File: src/rtl/vcve2_vex_seq_if.sv
// Operation type and port bundle for the vector element sequencer.
// The master modport is the sequencer; the slave modport is its environment.
package vcve2_vex_seq_pkg;

  typedef enum logic [2:0] {
    VALU_MOVE = 3'd0,
    VALU_ADD  = 3'd1,
    VALU_SUB  = 3'd2,
    VALU_AND  = 3'd3,
    VALU_OR   = 3'd4,
    VALU_XOR  = 3'd5
  } valu_op_e;

endpackage

interface vcve2_vex_seq_if #(
  parameter int ELEN = 32,
  parameter int VLEN = 128,
  parameter int NREG = 32
);
  import vcve2_vex_seq_pkg::*;

  localparam int NUM_ELEM = VLEN / ELEN;
  localparam int VLW      = $clog2(NUM_ELEM) + 1;
  localparam int IW       = VLW - 1;
  localparam int RW       = $clog2(NREG);

  logic            vinstr_valid_i;
  logic            vinstr_ready_o;
  logic [RW-1:0]   vs1_i;
  logic [RW-1:0]   vs2_i;
  logic [RW-1:0]   vd_i;
  logic [VLW-1:0]  vl_i;
  valu_op_e        valu_op_i;

  logic [RW-1:0]   vrf_raddr_a_o;
  logic [RW-1:0]   vrf_raddr_b_o;
  logic [IW-1:0]   vrf_ridx_o;
  logic [ELEN-1:0] vrf_rdata_a_i;
  logic [ELEN-1:0] vrf_rdata_b_i;

  logic [ELEN-1:0] valu_operand_a_o;
  logic [ELEN-1:0] valu_operand_b_o;
  logic [ELEN-1:0] valu_operand_c_o;
  valu_op_e        valu_operator_o;
  logic [ELEN-1:0] vec_result_ex_i;

  logic            vrf_we_o;
  logic [RW-1:0]   vrf_waddr_o;
  logic [IW-1:0]   vrf_widx_o;
  logic [ELEN-1:0] vrf_wdata_o;

  logic            vinstr_done_o;
  logic [31:0]     elem_cnt_o;

  modport master (
    input  vinstr_valid_i, vs1_i, vs2_i, vd_i, vl_i, valu_op_i,
    input  vrf_rdata_a_i, vrf_rdata_b_i, vec_result_ex_i,
    output vinstr_ready_o,
    output vrf_raddr_a_o, vrf_raddr_b_o, vrf_ridx_o,
    output valu_operand_a_o, valu_operand_b_o, valu_operand_c_o, valu_operator_o,
    output vrf_we_o, vrf_waddr_o, vrf_widx_o, vrf_wdata_o,
    output vinstr_done_o, elem_cnt_o
  );

  modport slave (
    output vinstr_valid_i, vs1_i, vs2_i, vd_i, vl_i, valu_op_i,
    output vrf_rdata_a_i, vrf_rdata_b_i, vec_result_ex_i,
    input  vinstr_ready_o,
    input  vrf_raddr_a_o, vrf_raddr_b_o, vrf_ridx_o,
    input  valu_operand_a_o, valu_operand_b_o, valu_operand_c_o, valu_operator_o,
    input  vrf_we_o, vrf_waddr_o, vrf_widx_o, vrf_wdata_o,
    input  vinstr_done_o, elem_cnt_o
  );

endinterface

File: src/rtl/vcve2_vex_seq.sv
// Vector element sequencer: walks elements 0..vl-1 through VRF read, VALU and writeback.
// Define VCVE2_VEX_SEQ_PERF_EN to get a free-running count of element writes on elem_cnt_o.
module vcve2_vex_seq #(
  parameter int ELEN = 32,
  parameter int VLEN = 128,
  parameter int NREG = 32
) (
  input logic clk_i,
  input logic rst_ni,
  vcve2_vex_seq_if.master bus
);
  import vcve2_vex_seq_pkg::*;

  localparam int NUM_ELEM = VLEN / ELEN;
  localparam int VLW      = $clog2(NUM_ELEM) + 1;
  localparam int IW       = VLW - 1;
  localparam int RW       = $clog2(NREG);

  localparam logic [1:0] IDLE  = 2'd0;
  localparam logic [1:0] RUN   = 2'd1;
  localparam logic [1:0] DRAIN = 2'd2;

  logic [1:0]     state_q;
  logic [RW-1:0]  vs1_q;
  logic [RW-1:0]  vs2_q;
  logic [RW-1:0]  vd_q;
  valu_op_e       op_q;
  logic [VLW-1:0] vl_q;
  logic [IW-1:0]  ridx_q;
  logic [IW-1:0]  widx_q;
  logic           pend_q;

  logic [VLW-1:0] vl_clamped;
  logic           accept;
  logic           last_read;
  logic           in_run;

  assign vl_clamped = (bus.vl_i > VLW'(NUM_ELEM)) ? VLW'(NUM_ELEM) : bus.vl_i;
  assign accept     = (state_q == IDLE) && bus.vinstr_valid_i;
  assign in_run     = (state_q == RUN);
  assign last_read  = ({1'b0, ridx_q} == (vl_q - VLW'(1)));

  // pend_q marks that a read was issued last cycle, so this cycle writes back its result
  always_ff @(posedge clk_i or negedge rst_ni) begin
    if (!rst_ni) begin
      state_q <= IDLE;
      vs1_q   <= '0;
      vs2_q   <= '0;
      vd_q    <= '0;
      op_q    <= VALU_MOVE;
      vl_q    <= '0;
      ridx_q  <= '0;
      widx_q  <= '0;
      pend_q  <= 1'b0;
    end else begin
      case (state_q)
        IDLE: begin
          pend_q <= 1'b0;
          if (accept) begin
            vs1_q  <= bus.vs1_i;
            vs2_q  <= bus.vs2_i;
            vd_q   <= bus.vd_i;
            op_q   <= bus.valu_op_i;
            vl_q   <= vl_clamped;
            ridx_q <= '0;
            state_q <= (vl_clamped == '0) ? DRAIN : RUN;
          end
        end
        RUN: begin
          pend_q <= 1'b1;
          widx_q <= ridx_q;
          ridx_q <= ridx_q + IW'(1);
          if (last_read) begin
            state_q <= DRAIN;
          end
        end
        DRAIN: begin
          pend_q  <= 1'b0;
          state_q <= IDLE;
        end
        default: begin
          pend_q  <= 1'b0;
          state_q <= IDLE;
        end
      endcase
    end
  end

  assign bus.vinstr_ready_o = (state_q == IDLE);
  assign bus.vinstr_done_o  = (state_q == DRAIN);

  assign bus.vrf_raddr_a_o = in_run ? vs1_q  : '0;
  assign bus.vrf_raddr_b_o = in_run ? vs2_q  : '0;
  assign bus.vrf_ridx_o    = in_run ? ridx_q : '0;

  // Operands and write port are forced to zero whenever no element is in flight
  assign bus.valu_operand_a_o = pend_q ? bus.vrf_rdata_a_i : '0;
  assign bus.valu_operand_b_o = pend_q ? bus.vrf_rdata_b_i : '0;
  assign bus.valu_operand_c_o = '0;
  assign bus.valu_operator_o  = pend_q ? op_q : VALU_MOVE;

  assign bus.vrf_we_o    = pend_q;
  assign bus.vrf_waddr_o = pend_q ? vd_q : '0;
  assign bus.vrf_widx_o  = pend_q ? widx_q : '0;
  assign bus.vrf_wdata_o = pend_q ? bus.vec_result_ex_i : '0;

`ifdef VCVE2_VEX_SEQ_PERF_EN
  logic [31:0] elem_cnt_q;

  always_ff @(posedge clk_i or negedge rst_ni) begin
    if (!rst_ni) begin
      elem_cnt_q <= '0;
    end else if (pend_q) begin
      elem_cnt_q <= elem_cnt_q + 32'd1;
    end
  end

  assign bus.elem_cnt_o = elem_cnt_q;
`else
  assign bus.elem_cnt_o = '0;
`endif

endmodule

File: src/flat_wrapper.sv
// flat-port wrapper written by rule: the top's interface ports become plain ports
module vcve2_vex_seq_flat import vcve2_vex_seq_pkg::*;
#(
  parameter int ELEN = 32,
  parameter int VLEN = 128,
  parameter int NREG = 32
)
  (clk_i, rst_ni, bus_vinstr_valid_i, bus_vs1_i, bus_vs2_i, bus_vd_i, bus_vl_i, bus_valu_op_i, bus_vrf_rdata_a_i, bus_vrf_rdata_b_i, bus_vec_result_ex_i, bus_vinstr_ready_o, bus_vrf_raddr_a_o, bus_vrf_raddr_b_o, bus_vrf_ridx_o, bus_valu_operand_a_o, bus_valu_operand_b_o, bus_valu_operand_c_o, bus_valu_operator_o, bus_vrf_we_o, bus_vrf_waddr_o, bus_vrf_widx_o, bus_vrf_wdata_o, bus_vinstr_done_o, bus_elem_cnt_o);
  vcve2_vex_seq_if #(.ELEN(ELEN), .VLEN(VLEN), .NREG(NREG)) bus_i ();
  input logic clk_i;
  input logic rst_ni;
  input wire logic [$bits(bus_i.vinstr_valid_i)-1:0] bus_vinstr_valid_i;
  input wire logic [$bits(bus_i.vs1_i)-1:0] bus_vs1_i;
  input wire logic [$bits(bus_i.vs2_i)-1:0] bus_vs2_i;
  input wire logic [$bits(bus_i.vd_i)-1:0] bus_vd_i;
  input wire logic [$bits(bus_i.vl_i)-1:0] bus_vl_i;
  input wire logic [$bits(bus_i.valu_op_i)-1:0] bus_valu_op_i;
  input wire logic [$bits(bus_i.vrf_rdata_a_i)-1:0] bus_vrf_rdata_a_i;
  input wire logic [$bits(bus_i.vrf_rdata_b_i)-1:0] bus_vrf_rdata_b_i;
  input wire logic [$bits(bus_i.vec_result_ex_i)-1:0] bus_vec_result_ex_i;
  output wire logic [$bits(bus_i.vinstr_ready_o)-1:0] bus_vinstr_ready_o;
  output wire logic [$bits(bus_i.vrf_raddr_a_o)-1:0] bus_vrf_raddr_a_o;
  output wire logic [$bits(bus_i.vrf_raddr_b_o)-1:0] bus_vrf_raddr_b_o;
  output wire logic [$bits(bus_i.vrf_ridx_o)-1:0] bus_vrf_ridx_o;
  output wire logic [$bits(bus_i.valu_operand_a_o)-1:0] bus_valu_operand_a_o;
  output wire logic [$bits(bus_i.valu_operand_b_o)-1:0] bus_valu_operand_b_o;
  output wire logic [$bits(bus_i.valu_operand_c_o)-1:0] bus_valu_operand_c_o;
  output wire logic [$bits(bus_i.valu_operator_o)-1:0] bus_valu_operator_o;
  output wire logic [$bits(bus_i.vrf_we_o)-1:0] bus_vrf_we_o;
  output wire logic [$bits(bus_i.vrf_waddr_o)-1:0] bus_vrf_waddr_o;
  output wire logic [$bits(bus_i.vrf_widx_o)-1:0] bus_vrf_widx_o;
  output wire logic [$bits(bus_i.vrf_wdata_o)-1:0] bus_vrf_wdata_o;
  output wire logic [$bits(bus_i.vinstr_done_o)-1:0] bus_vinstr_done_o;
  output wire logic [$bits(bus_i.elem_cnt_o)-1:0] bus_elem_cnt_o;
  assign bus_i.vinstr_valid_i = bus_vinstr_valid_i;
  assign bus_i.vs1_i = bus_vs1_i;
  assign bus_i.vs2_i = bus_vs2_i;
  assign bus_i.vd_i = bus_vd_i;
  assign bus_i.vl_i = bus_vl_i;
  assign bus_i.valu_op_i = bus_valu_op_i;
  assign bus_i.vrf_rdata_a_i = bus_vrf_rdata_a_i;
  assign bus_i.vrf_rdata_b_i = bus_vrf_rdata_b_i;
  assign bus_i.vec_result_ex_i = bus_vec_result_ex_i;
  assign bus_vinstr_ready_o = bus_i.vinstr_ready_o;
  assign bus_vrf_raddr_a_o = bus_i.vrf_raddr_a_o;
  assign bus_vrf_raddr_b_o = bus_i.vrf_raddr_b_o;
  assign bus_vrf_ridx_o = bus_i.vrf_ridx_o;
  assign bus_valu_operand_a_o = bus_i.valu_operand_a_o;
  assign bus_valu_operand_b_o = bus_i.valu_operand_b_o;
  assign bus_valu_operand_c_o = bus_i.valu_operand_c_o;
  assign bus_valu_operator_o = bus_i.valu_operator_o;
  assign bus_vrf_we_o = bus_i.vrf_we_o;
  assign bus_vrf_waddr_o = bus_i.vrf_waddr_o;
  assign bus_vrf_widx_o = bus_i.vrf_widx_o;
  assign bus_vrf_wdata_o = bus_i.vrf_wdata_o;
  assign bus_vinstr_done_o = bus_i.vinstr_done_o;
  assign bus_elem_cnt_o = bus_i.elem_cnt_o;
  vcve2_vex_seq #(.ELEN(ELEN), .VLEN(VLEN), .NREG(NREG)) u_core (.clk_i(clk_i), .rst_ni(rst_ni), .bus(bus_i));
endmodule
File: config.mk
export PLATFORM = sky130hd
export DESIGN_NAME = vcve2_vex_seq_flat
export DESIGN_NICKNAME = d
export VERILOG_FILES = /design/src/rtl/vcve2_vex_seq_if.sv /design/src/rtl/vcve2_vex_seq.sv /design/src/flat_wrapper.sv
export SDC_FILE = /design/constraint.sdc
export NUM_CORES = 1
export LEC_CHECK = 0
export ABC_AREA = 1
export BUFFER_PORTS_ARGS = -buffer_cell sky130_fd_sc_hd__buf_2
export CAP_MARGIN = 25
export CORE_AREA = 2 2 117 119
export CTS_BUF_LIST = sky130_fd_sc_hd__clkbuf_8 sky130_fd_sc_hd__clkbuf_16
export DETAILED_ROUTE_END_ITERATION = 8
export DIE_AREA = 0 0 119 121
export PLACE_DENSITY = 0.65
export SYNTH_ARGS = -nofsm -noshare
export SYNTH_HDL_FRONTEND = slang
export SYNTH_SLANG_ARGS = --single-unit
File: constraint.sdc
create_clock -name clk_i -period 1.18 [get_ports clk_i]
set_input_delay 0.177 -clock clk_i [delete_from_list [all_inputs] [get_ports clk_i]]
set_output_delay 0.177 -clock clk_i [all_outputs]
set_load 0.05 [all_outputs]
# [Word level (Yosys, flattened, before mapping)]
# Index checks and enable logic that the tools add are counted.
[op_classes] muxes=17 n_addsub=2 reduce_logical=7 n_eq_ne=5 magnitude_cmp=1
[ops] cell="$mux W32" count=3
[ops] cell="$mux W5" count=3
[ops] cell="$mux W2" count=6
[ops] cell="$pmux W2 S2" count=2
[ops] cell="$mux W3" count=2
[ops] cell="$reduce_and A2 Y1" count=3
[ops] cell="$ne A2 B1 Y1 const B" count=2
[ops] cell="$eq A2 B3 Y1" count=1
[ops] cell="$gt A3 B3 Y1 const B" count=1
[ops] cell="$logic_not A3 Y1" count=1
[ops] cell="$sub A3 B1 Y3 const B" count=1
[ops] cell="$add A2 B1 Y2 const B" count=1
[ops] cell="$eq A2 B1 Y1 const B" count=1
[ops] cell="$eq A2 B2 Y1 const B" count=1
[ops] cell="$logic_not A2 Y1" count=1
[ops] cell="$reduce_bool A2 Y1" count=1
[ops] cell="$logic_and A1 B1 Y1" count=1
[ops] cell="$mux W1" count=1
[word_totals] elab_cells=41 reg_bits=28 input_bits=120 out_inout_bits=185

# [Depth between registers and ports, before layout]
# Gate-level depths: netlist of run 1.
[logic_depth] depth_word=6 depth_mapped=8 mapped_depth_nobuf=8

# [Worst setup path before layout of run 1]
# Ideal clock, no wire load.
[synth_timing] kind="reg2out" startpoint="reg u_core.pend_q (netlist: u_core.bus.vrf_we_o)" endpoint="out bus_valu_operand_a_o[0]" t_arrival_ps=1564 slack_ps=-561 path_stages_with_launch=6 required_ps=1003 path_buffers=3 cell_sequence="dfrtp_1 buf_2 buf_2 buf_2 nand2_1 inv_1"
[synth_between] elab_chain_len=1
[synth_rtl] element="start: declaration" line_no="vcve2_vex_seq.sv:31" source="logic pend_q;"
[synth_rtl] element="start signal: assignment" line_no="vcve2_vex_seq.sv:54" source="pend_q <= 1'b0;"
[synth_rtl] element="start signal: assignment" line_no="vcve2_vex_seq.sv:58" source="pend_q <= 1'b0;"
[synth_rtl] element="start signal: assignment" line_no="vcve2_vex_seq.sv:70" source="pend_q <= 1'b1;"
[synth_rtl] element="$mux W32" line_no="vcve2_vex_seq.sv:97" source="assign bus.valu_operand_a_o = pend_q ? bus.vrf_rdata_a_i : '0;"
[synth_rtl] element="end: declaration" line_no="flat_wrapper.sv:25" source="output wire logic [$bits(bus_i.valu_operand_a_o)-1:0] bus_valu_operand_a_o;"
# Every way passes these cells.

# [Final worst setup path of run 1]
[layout_timing] startpoint="reg u_core.pend_q (netlist: u_core.bus.vrf_we_o)" endpoint="out bus_vrf_wdata_o[26]"
[layout_between] elab_chain_len=1
[layout_rtl] element="$mux W32" line_no="vcve2_vex_seq.sv:105" source="assign bus.vrf_wdata_o = pend_q ? bus.vec_result_ex_i : '0;"
[layout_rtl] element="end: declaration" line_no="flat_wrapper.sv:32" source="output wire logic [$bits(bus_i.vrf_wdata_o)-1:0] bus_vrf_wdata_o;"
# Every way passes these cells.

==> metrics.cfg, run 1 <==
[worst_setup_path]
crit_fanout=9
setup.worst_path.start_class=register
r2r-start=u_core.state_q[0]$_DFFE_PN0P_
r2r_slack_ns=-0.19
rr_endpoint=u_core.vs1_q[1]$_DFFE_PN0P_
worst_ep_arrival_time_ns=1.44
cp-end-kind=output pin
ff2ff_path_depth=8
critPathRequiredTime_ns=1.00
critical_path_class=register to output pin

[cells_and_area]
final_area_um2=6690
final_nets=835
diodes=0
stdcell_count=889
layout-drive-gt1-share_pct=80.2
n_fill_cell=1163
area_growth_pct=163

[grt]
grt_usage_pct=13.4
grt_overflow_total=0
grt_pass1_vias=3200
antenna_found_initial=0
grt_max_degree=18
grt_pass1_wl_um=15800

[hold_path]
hold_path_depth=3
worstHoldStart=bus_vs1_i[2]
hp-class=primary input to register
hold_end=u_core.vs1_q[2]$_DFFE_PN0P_

[floorplan]
die_area_um2=14400
initial_core_util_pct=19.4
fp.coreArea_um2=13100
fp-row-count=42
io_pins=305
fp.dieH_um=121
die_w_um=119

[pwr]
p_clk_share_pct=5.7
p_per_area_nw_per_um2=2660
switching_share_pct=55.3
total_leakage_power_nw=3.28
intPower_mw=7.94
vdd_drop_max_v=0.00160
p_comb_share_pct=84.2
power.switching_mw=9.83
p_seq_share_pct=10.1

[routing]
wl_met2_um=6480
top_layer=met4
routed_via_density=3.71
drt_first_iter_violations=44
route.met3.wl_um=666
wl_met1_um=3720
drt-pass1-iter-count=4
drtAntennaViolNets=0
drc=0
vias=3301
post_drt_wl_per_cell_um=12.4
wl_um=11000

[sta]
finalSetupViolations=144
rsz0062_at_grt=yes
fin_ws_ns=-0.435
drv_slew=0
period_share_pct=137
finalHoldViolations=0
max_clock_freq_ghz=0.619
clock_skew_ns=0.00509
fin_crit_ns=1.62

[logic_synthesis]
syn_area_um2=2540
synth_seq_cells=28
yosysWarnings=0
synthDistinctLibCells=21
synthCells=432
postSynthAreaPerCell_um2=5.88
seq_area_frac_synth_pct=27.6

[placed_design]
dp_hpwl_um=7650
dp_cells=865
gp_congestion=0.738
port-buffer-count=240
dpl_cell_area_um2=5150

[outcome]
violations=setup timing
status=complete, but fails checks

[clock_tree]
cts.sinks=28
clk_pin_slew_ns=0.07
clk_latency_ns=0.26
cts_made_buffers=3
ctsRootBufferMaster=clkbuf_16
cts_tree=built
htreeDepth=1
clockBufferDepth=2

[job]
cap_violations=0

-- registers in the layout, indices dropped and copies added, names as in the netlist, 2 cells and up --
name	count
u_core.vd_q	5
u_core.vs1_q	5
u_core.vs2_q	5
u_core.op_q	3
u_core.vl_q	3
u_core.ridx_q	2
u_core.state_q	2
u_core.widx_q	2
-- how the worst max path moves through the flow --
stage          slack (ns)  cells after the start                       end                          start
2_1_floorplan       -0.33                      5   bus_valu_operand_a_o[0]  u_core.bus.vrf_we_o$_DFF_PN0_
6_report            -0.44                      5       bus_vrf_wdata_o[26]  u_core.bus.vrf_we_o$_DFF_PN0_
3_5_place_dp        -0.18                      5   bus_valu_operand_b_o[8]  u_core.bus.vrf_we_o$_DFF_PN0_
5_1_grt             -0.48                      5  bus_valu_operand_a_o[16]  u_core.bus.vrf_we_o$_DFF_PN0_
3_3_place_gp        -0.17                      5    bus_valu_operator_o[1]  u_core.bus.vrf_we_o$_DFF_PN0_
4_1_cts             -0.43                      5        bus_vrf_waddr_o[0]  u_core.bus.vrf_we_o$_DFF_PN0_
-- per-layer routing --
layer,up-vias,global-route usage [%]
met5,-,0
met4,0,3.42
met3,15,2.26
met2,134,26.0
met1,1528,14.9
li1,1624,-
-- placed cells by master (no fill, tap or decap), types with 16 or more instances in the layout --
cell type	Yosys	layout
buf_12	0	18
nand2_2	0	40
conb_1	1	64
buf_8	0	17
clkinvlp_4	0	107
buf_4	65	16
nand2_4	1	90
dfrtp_1	28	26
buf_2	7	119
nand2_1	156	26
buf_6	2	119
-- stage by stage --
step	power, mW	hold WS (ns)	setup TNS (ns)	util [%]	setup WS (ns)
2_1_floorplan	10.9	-0.119	-25.26	-	-0.325
3_3_place_gp	13.2	0.0911	-13.69	39.3	-0.174
3_5_place_dp	13.2	0.0892	-14.17	39.3	-0.179
4_1_cts	16.4	0.104	-46.32	47.5	-0.428
5_1_grt	18.6	0.132	-53.67	51.1	-0.477
6_report	17.8	0.126	-48.14	51.1	-0.435
-- area by class of cell --
| class | instances | area [µm²] | area share [%] |
|---|---|---|---|
| Timing Repair Buffer | 294 | 2790 | 41.6 |
| Inverter | 128 | 892 | 13.3 |
| Clock inverter | 1 | 30.0 | 0.449 |
| Multi-Input combinational cell | 259 | 1980 | 29.6 |
| Sequential cell | 28 | 706 | 10.5 |
| Clock buffer | 3 | 75.1 | 1.12 |
| Tap cell | 176 | 220 | 3.29 |
-- kinds of logic after synthesis --
family	share of synthesized area [%]
simple gates	26.5
other cells	0.148
xor+xnor	0.345
compound gates	3.55
buf+inv	41.4
fa+ha+maj	0.492
flops	27.6
-- power by group through the flow --
| stage | clock network [mW] | logic (mW) | registers (mW) |
|---|---|---|---|
| 5_1_grt | 1.06 | 15.7 | 1.85 |
| 3_3_place_gp | 0 | 11.5 | 1.69 |
| 4_1_cts | 1.02 | 13.7 | 1.69 |
| 3_5_place_dp | 0 | 11.5 | 1.70 |
| 2_1_floorplan | 0 | 9.23 | 1.71 |
| 6_report | 1.00 | 15.0 | 1.80 |
-- cells in the mapped netlist --
cell      instances  area [µm²]
a21oi_1           2        10.0
buf_2             7        35.0
buf_4            65         488
buf_6             2        22.5
clkbuf_1          6        22.5
conb_1            1        3.75
dfrtp_1          28         701
ha_1              1        12.5
inv_1           126         473
inv_2             1        3.75
inv_4             1        6.26
nand2_1         156         586
nand2_4           1        11.3
nand3_1           3        15.0
nor2_1           15        56.3
nor2_2            1        6.26
o21a_1            1        7.51
o21ai_0          10        50.1
o21ai_1           2        10.0
o22ai_1           2        12.5
xnor2_1           1        8.76
-- repair_timing --
| item | 4_1_cts | 5_1_grt |
|---|---|---|
| pin swaps | 4 | 15 |
| endpoints found under the setup margin | 131 | 145 |
| hold buffers | 1 | 0 |
| cloned | 3 | 2 |
| setup buffers | 7 | 11 |
| endpoints found under the hold margin | 12 | 0 |
| gates resized for setup | 261 | 97 |
-- worst max-delay path, cell delays in order (launching register included) --
cell	delay (ns)
dfrtp_4	0.52
buf_12	0.17
buf_12	0.16
nand2_4	0.07
clkinvlp_4	0.09
buf_6	0.16
Note: power is estimated with default switching activity, not from simulation.
==> run 2, diff against run 1 <==
- PLACE_DENSITY: 0.65 -> not set
- PLACE_DENSITY_LB_ADDON: not set -> 0.2
==> run 2 against run 1 <==
Against the previous run: the flow still finishes with violations (setup timing); combinational power is 5% lower; clock-buffer cell count is 1 higher; die area stayed put; via count is 2.7% lower; worst setup slack better by 0.010 ns; cell count is 0.45% lower; critical path type unchanged; critical endpoint is now bus_valu_operand_a_o[21]; highest routed layer unchanged.
==> metrics.cfg, run 2 (synthesis results as in run 1) <==
[outcome]
status=complete, but fails checks
violations=setup timing

[hold_path]
hp-class=primary input to register
hold_path_depth=3

[pwr]
p_per_area_nw_per_um2=2640
vdd_drop_max_v=0.00135
power.switching_mw=9.57
p_comb_share_pct=84.5
total_leakage_power_nw=3.17
p_clk_share_pct=5.0
switching_share_pct=56.7
p_seq_share_pct=10.5
totalPowerFinal_mw=16.9
intPower_mw=7.29

[cells_and_area]
n_fill_cell=1243
area_growth_pct=151
diodes=0
reg.largest.list=u_core.vd_q (5), u_core.vs1_q (5), u_core.vs2_q (5)
final_nets=831
layout_commonest_cell=buf_2
final_cell_mix=buf_2 (119), clkinvlp_4 (107), buf_6 (94), nand2_4 (84), conb_1 (64)
layout-drive-gt1-share_pct=80.0

[sta]
clock_skew_ns=0.00196
fin_ws_ns=-0.425
fin_crit_ns=1.61
timing.hold.ws_ns=0.123
finalSetupViolations=144
max_clock_freq_ghz=0.623
finalHoldViolations=0
drv_slew=0
rsz0062_at_grt=yes
period_share_pct=136

[routing]
drt_first_iter_violations=47
vias=3212
post_drt_wl_per_cell_um=11.8
drt-pass1-iter-count=4
wl_um=10400
routed_via_density=3.63
drc=0
drtAntennaViolNets=0

[grt]
grt_usage_pct=13.3
grt_max_degree=30
grt_pass1_vias=3234
antenna_found_initial=0
grt_pass1_wl_um=15900
grt_overflow_total=0

[clock_tree]
htreeDepth=1
ctsRootBufferMaster=clkbuf_16
clk_pin_slew_ns=0.07
clk_latency_ns=0.26
clockBufferDepth=2
cts.sinks=28
cts_tree=built
cts_made_buffers=3

[worst_setup_path]
cp-end-kind=output pin
crit_fanout=15
worst_ep_arrival_time_ns=1.43
critPathRequiredTime_ns=1.00
ff2ff_path_depth=8
critical_path_class=register to output pin
setup.worst_path.start_class=register

[job]
cap_violations=0

[placed_design]
port-buffer-count=240
gp_congestion=0.736
dp_hpwl_um=7930

[floorplan]
initial_core_util_pct=19.4
die_area_um2=14400
fp.coreArea_um2=13100
fp.dieH_um=121
die_w_um=119
fp-row-count=42
io_pins=305

==> run 2: cell count changes in the layout (fill, tap and decap cells not counted), moves of 3 or more <==
cell / previous run / this run
buf_8: 17 / 6
buf_6: 119 / 94
nand2_4: 90 / 84
buf_4: 16 / 51
o21ai_1: 1 / 4
nand2_2: 40 / 46
==> run 2: through the flow <==
stage               instances  cell area (µm²)  utilization [%]  setup TNS, ns  setup slack [ns]
finish                    885             6390             48.8         -45.72            -0.425
global route              885             6390             48.8         -52.72            -0.475
global placement          863             5080             38.8         -15.28            -0.200
floorplan                 495             4020                -         -25.26            -0.325
detailed placement        863             5080             38.8         -17.59            -0.225
CTS                       883             6160             47.1         -48.67            -0.441
==> run 2: final cells by class <==
type,instances,area (µm²),area share [%]
clock buffers,4,88.8,1.39
inverters,128,892,14.0
multi-input cells,259,1940,30.4
flip-flops and latches,28,704,11.0
well taps,176,220,3.45
repair buffers,290,2540,39.8
==> run 2: power groups by stage <==
stage | Sequential, mW | Clock (mW) | Combinational [mW]
CTS | 1.73 | 0.866 | 13.8
floorplan | 1.71 | 0 | 9.23
detailed placement | 1.74 | 0 | 11.3
global route | 1.83 | 0.898 | 15.0
finish | 1.77 | 0.837 | 14.3
global placement | 1.72 | 0 | 11.3
==> run 2: what timing repair did <==
item | in CTS | in global routing
endpoints found under the setup margin | 140 | 146
hold endpoints to repair | 14 | 0
hold buffers | 1 | 0
pin swaps | 10 | 18
cloned | 4 | 0
resized for setup | 241 | 69
buffers inserted | 13 | 4
==> run 2: worst paths after layout <==
path | startpoint | to | slack (ns)
max in group asynchronous | rst_ni | u_core.vs1_q[4]$_DFFE_PN0P_ | 0.31
hold / removal | bus_vd_i[0] | u_core.vd_q[0]$_DFFE_PN0P_ | 0.12
setup reg to reg | u_core.state_q[0]$_DFFE_PN0P_ | u_core.vl_q[2]$_DFFE_PN0P_ | -0.12
setup / recovery | u_core.bus.vrf_we_o$_DFF_PN0_ | bus_valu_operand_a_o[21] | -0.43
hold reg to reg | u_core.vd_q[4]$_DFFE_PN0P_ | u_core.vd_q[4]$_DFFE_PN0P_ | 0.51
min in group asynchronous | rst_ni | u_core.vs2_q[4]$_DFFE_PN0P_ | 0.35
==> run 2: metal layers <==
metal / global-route usage (%) / share of wire (%)
met1: 15.6 / 36
met4: 2.31 / 1.1
met5: 0 / 0
met3: 2.26 / 5.9
met2: 25.6 / 57
==> run 2: critical path, cell delays in order, from the launching register on <==
cell and delay, ns:
dfrtp_4 0.53, buf_12 0.18, buf_12 0.16, nand2_4 0.07, clkinvlp_4 0.07, buf_6 0.15
==> run 3, diff against run 2 <==
- BUFFER_PORTS_ARGS: -buffer_cell sky130_fd_sc_hd__buf_2 -> not set
- DONT_BUFFER_PORTS: not set -> 1
==> run 3 against run 2 <==
Against the previous run: the flow still finishes with violations (setup timing); sequential power barely moved; global-route usage fell by 3.5 points; via count fell by 25%; critical path type unchanged.
==> metrics.cfg, run 3 (synthesis results as in run 1) <==
[routing]
routed_via_density=3.67
drt_first_iter_violations=46
post_drt_wl_per_cell_um=13.6
wl_um=8880
drt-pass1-iter-count=4
drc=0
vias=2399
drtAntennaViolNets=0

[floorplan]
fp-row-count=42
die_w_um=119
io_pins=305
fp.coreArea_um2=13100
initial_core_util_pct=19.4
die_area_um2=14400
fp.dieH_um=121

[cells_and_area]
final_nets=600
layout-drive-gt1-share_pct=69.2
n_fill_cell=1319
reg.largest.list=u_core.vd_q (5), u_core.vs1_q (5), u_core.vs2_q (5)
final_cell_mix=clkinvlp_4 (107), nand2_4 (86), conb_1 (64), nand2_2 (43), nand2_1 (28)
area_growth_pct=90.6
layout_commonest_cell=clkinvlp_4
diodes=0

[pwr]
total_leakage_power_nw=2.12
totalPowerFinal_mw=15.1
vdd_drop_max_v=0.00121
p_per_area_nw_per_um2=3120

[sta]
fin_ws_ns=-0.421
period_share_pct=136
finalSetupViolations=143
max_clock_freq_ghz=0.625
fin_tns_setup_ns=-48.25
rsz0062_at_grt=yes
finalHoldViolations=0
drv_slew=0
fin_crit_ns=1.60
clock_skew_ns=0.00363

[clock_tree]
cts_tree=built
ctsRootBufferMaster=clkbuf_16
cts_made_buffers=3
clk_pin_slew_ns=0.07
clk_latency_ns=0.26
htreeDepth=1
clockBufferDepth=2
cts.sinks=28

[worst_setup_path]
r2r_slack_ns=-0.11
setup.worst_path.start_class=register
critical_path_class=register to output pin
cp-end-kind=output pin
ff2ff_path_depth=6
critPathMaxStageDelay_ns=0.49
crit_slowest_cell=dfrtp_4
r2r-start=u_core.state_q[0]$_DFFE_PN0P_
worstPathCellList=buf_12, clkbuf_16, nand2_4, clkinvlp_4
crit_fanout=10
rr_endpoint=u_core.vs2_q[0]$_DFFE_PN0P_
worst_ep_arrival_time_ns=1.42
critPathRequiredTime_ns=1.00

[placed_design]
port-buffer-count=0
dp_hpwl_um=6500
gp_congestion=0.696

[grt]
grt_overflow_total=0
grt_pass1_vias=2160
antenna_found_initial=0
grt_usage_pct=9.85
grt_pass1_wl_um=11600
grt_max_degree=29

[hold_path]
hp-class=primary input to register
hold_end=u_core.op_q[1]$_DFFE_PN0P_
hold_path_depth=2
worstHoldStart=bus_valu_op_i[1]

[outcome]
violations=setup timing
status=complete, but fails checks

[job]
cap_violations=0

-- run 3: power by group --
| part | internal [mW] | total (mW) | switching (mW) |
|---|---|---|---|
| combinational | 4.04 | 12.5 | 8.51 |
| sequential | 1.43 | 1.74 | 0.316 |
| clock | 0.520 | 0.845 | 0.326 |
-- run 3: stage by stage --
step	cells	setup WS [ns]	util [%]	area, µm²	hold slack, ns
after floorplan	495	-0.325	-	4020	-0.119
after global placement	624	-0.166	30.3	3970	-0.118
after detailed placement	624	-0.208	30.3	3970	-0.118
after CTS	637	-0.481	32.7	4280	0.0142
after global routing	654	-0.466	37.0	4840	0.00397
final	654	-0.421	37.0	4840	0.00975
-- run 3: area by class of cell --
type	instances	area (µm²)	area share, %
Sequential cell	28	706	14.6
Multi-Input combinational cell	259	1930	39.9
Clock buffer	4	88.8	1.83
Timing Repair inverter	1	8.76	0.181
Timing Repair Buffer	58	993	20.5
Inverter	128	897	18.5
Tap cell	176	220	4.55
-- run 3: critical path: cells and delay by family, from the launching register on --
| kind | cells | cell delay, ns |
|---|---|---|
| AND/OR/NAND/NOR | 1 | 0.07 |
| flip-flops | 1 | 0.49 |
| buffers and inverters | 3 | 0.58 |
-- run 3: repair_timing --
item                                   CTS  global route
resized for setup                       25            75
setup endpoints to repair              122           146
cloned                                   3            11
hold buffers                             2             0
pin swaps                                6            13
endpoints found under the hold margin   28             0
setup buffers                            4            10
-- run 3: how the worst max path moves through the flow --
stage | startpoint | endpoint | slack, ns | depth (start not counted)
2_1_floorplan | u_core.bus.vrf_we_o$_DFF_PN0_ | bus_valu_operand_a_o[0] | -0.33 | 5
3_3_place_gp | u_core.bus.vrf_we_o$_DFF_PN0_ | bus_vrf_wdata_o[11] | -0.17 | 3
3_5_place_dp | u_core.bus.vrf_we_o$_DFF_PN0_ | bus_vrf_wdata_o[14] | -0.21 | 3
4_1_cts | u_core.bus.vrf_we_o$_DFF_PN0_ | bus_vrf_waddr_o[4] | -0.48 | 4
5_1_grt | u_core.bus.vrf_we_o$_DFF_PN0_ | bus_valu_operand_b_o[1] | -0.47 | 4
6_report | u_core.bus.vrf_we_o$_DFF_PN0_ | bus_valu_operand_b_o[1] | -0.42 | 4
-- run 3: per-layer routing --
layer  share of wire, %  GRT usage (%)  vias to the layer above
li1                   -              -                     1152
met1                 36           11.7                     1124
met2                 55           17.8                      121
met3                8.5           3.24                        2
met4              0.079           1.12                        0
met5                  0              0                        -
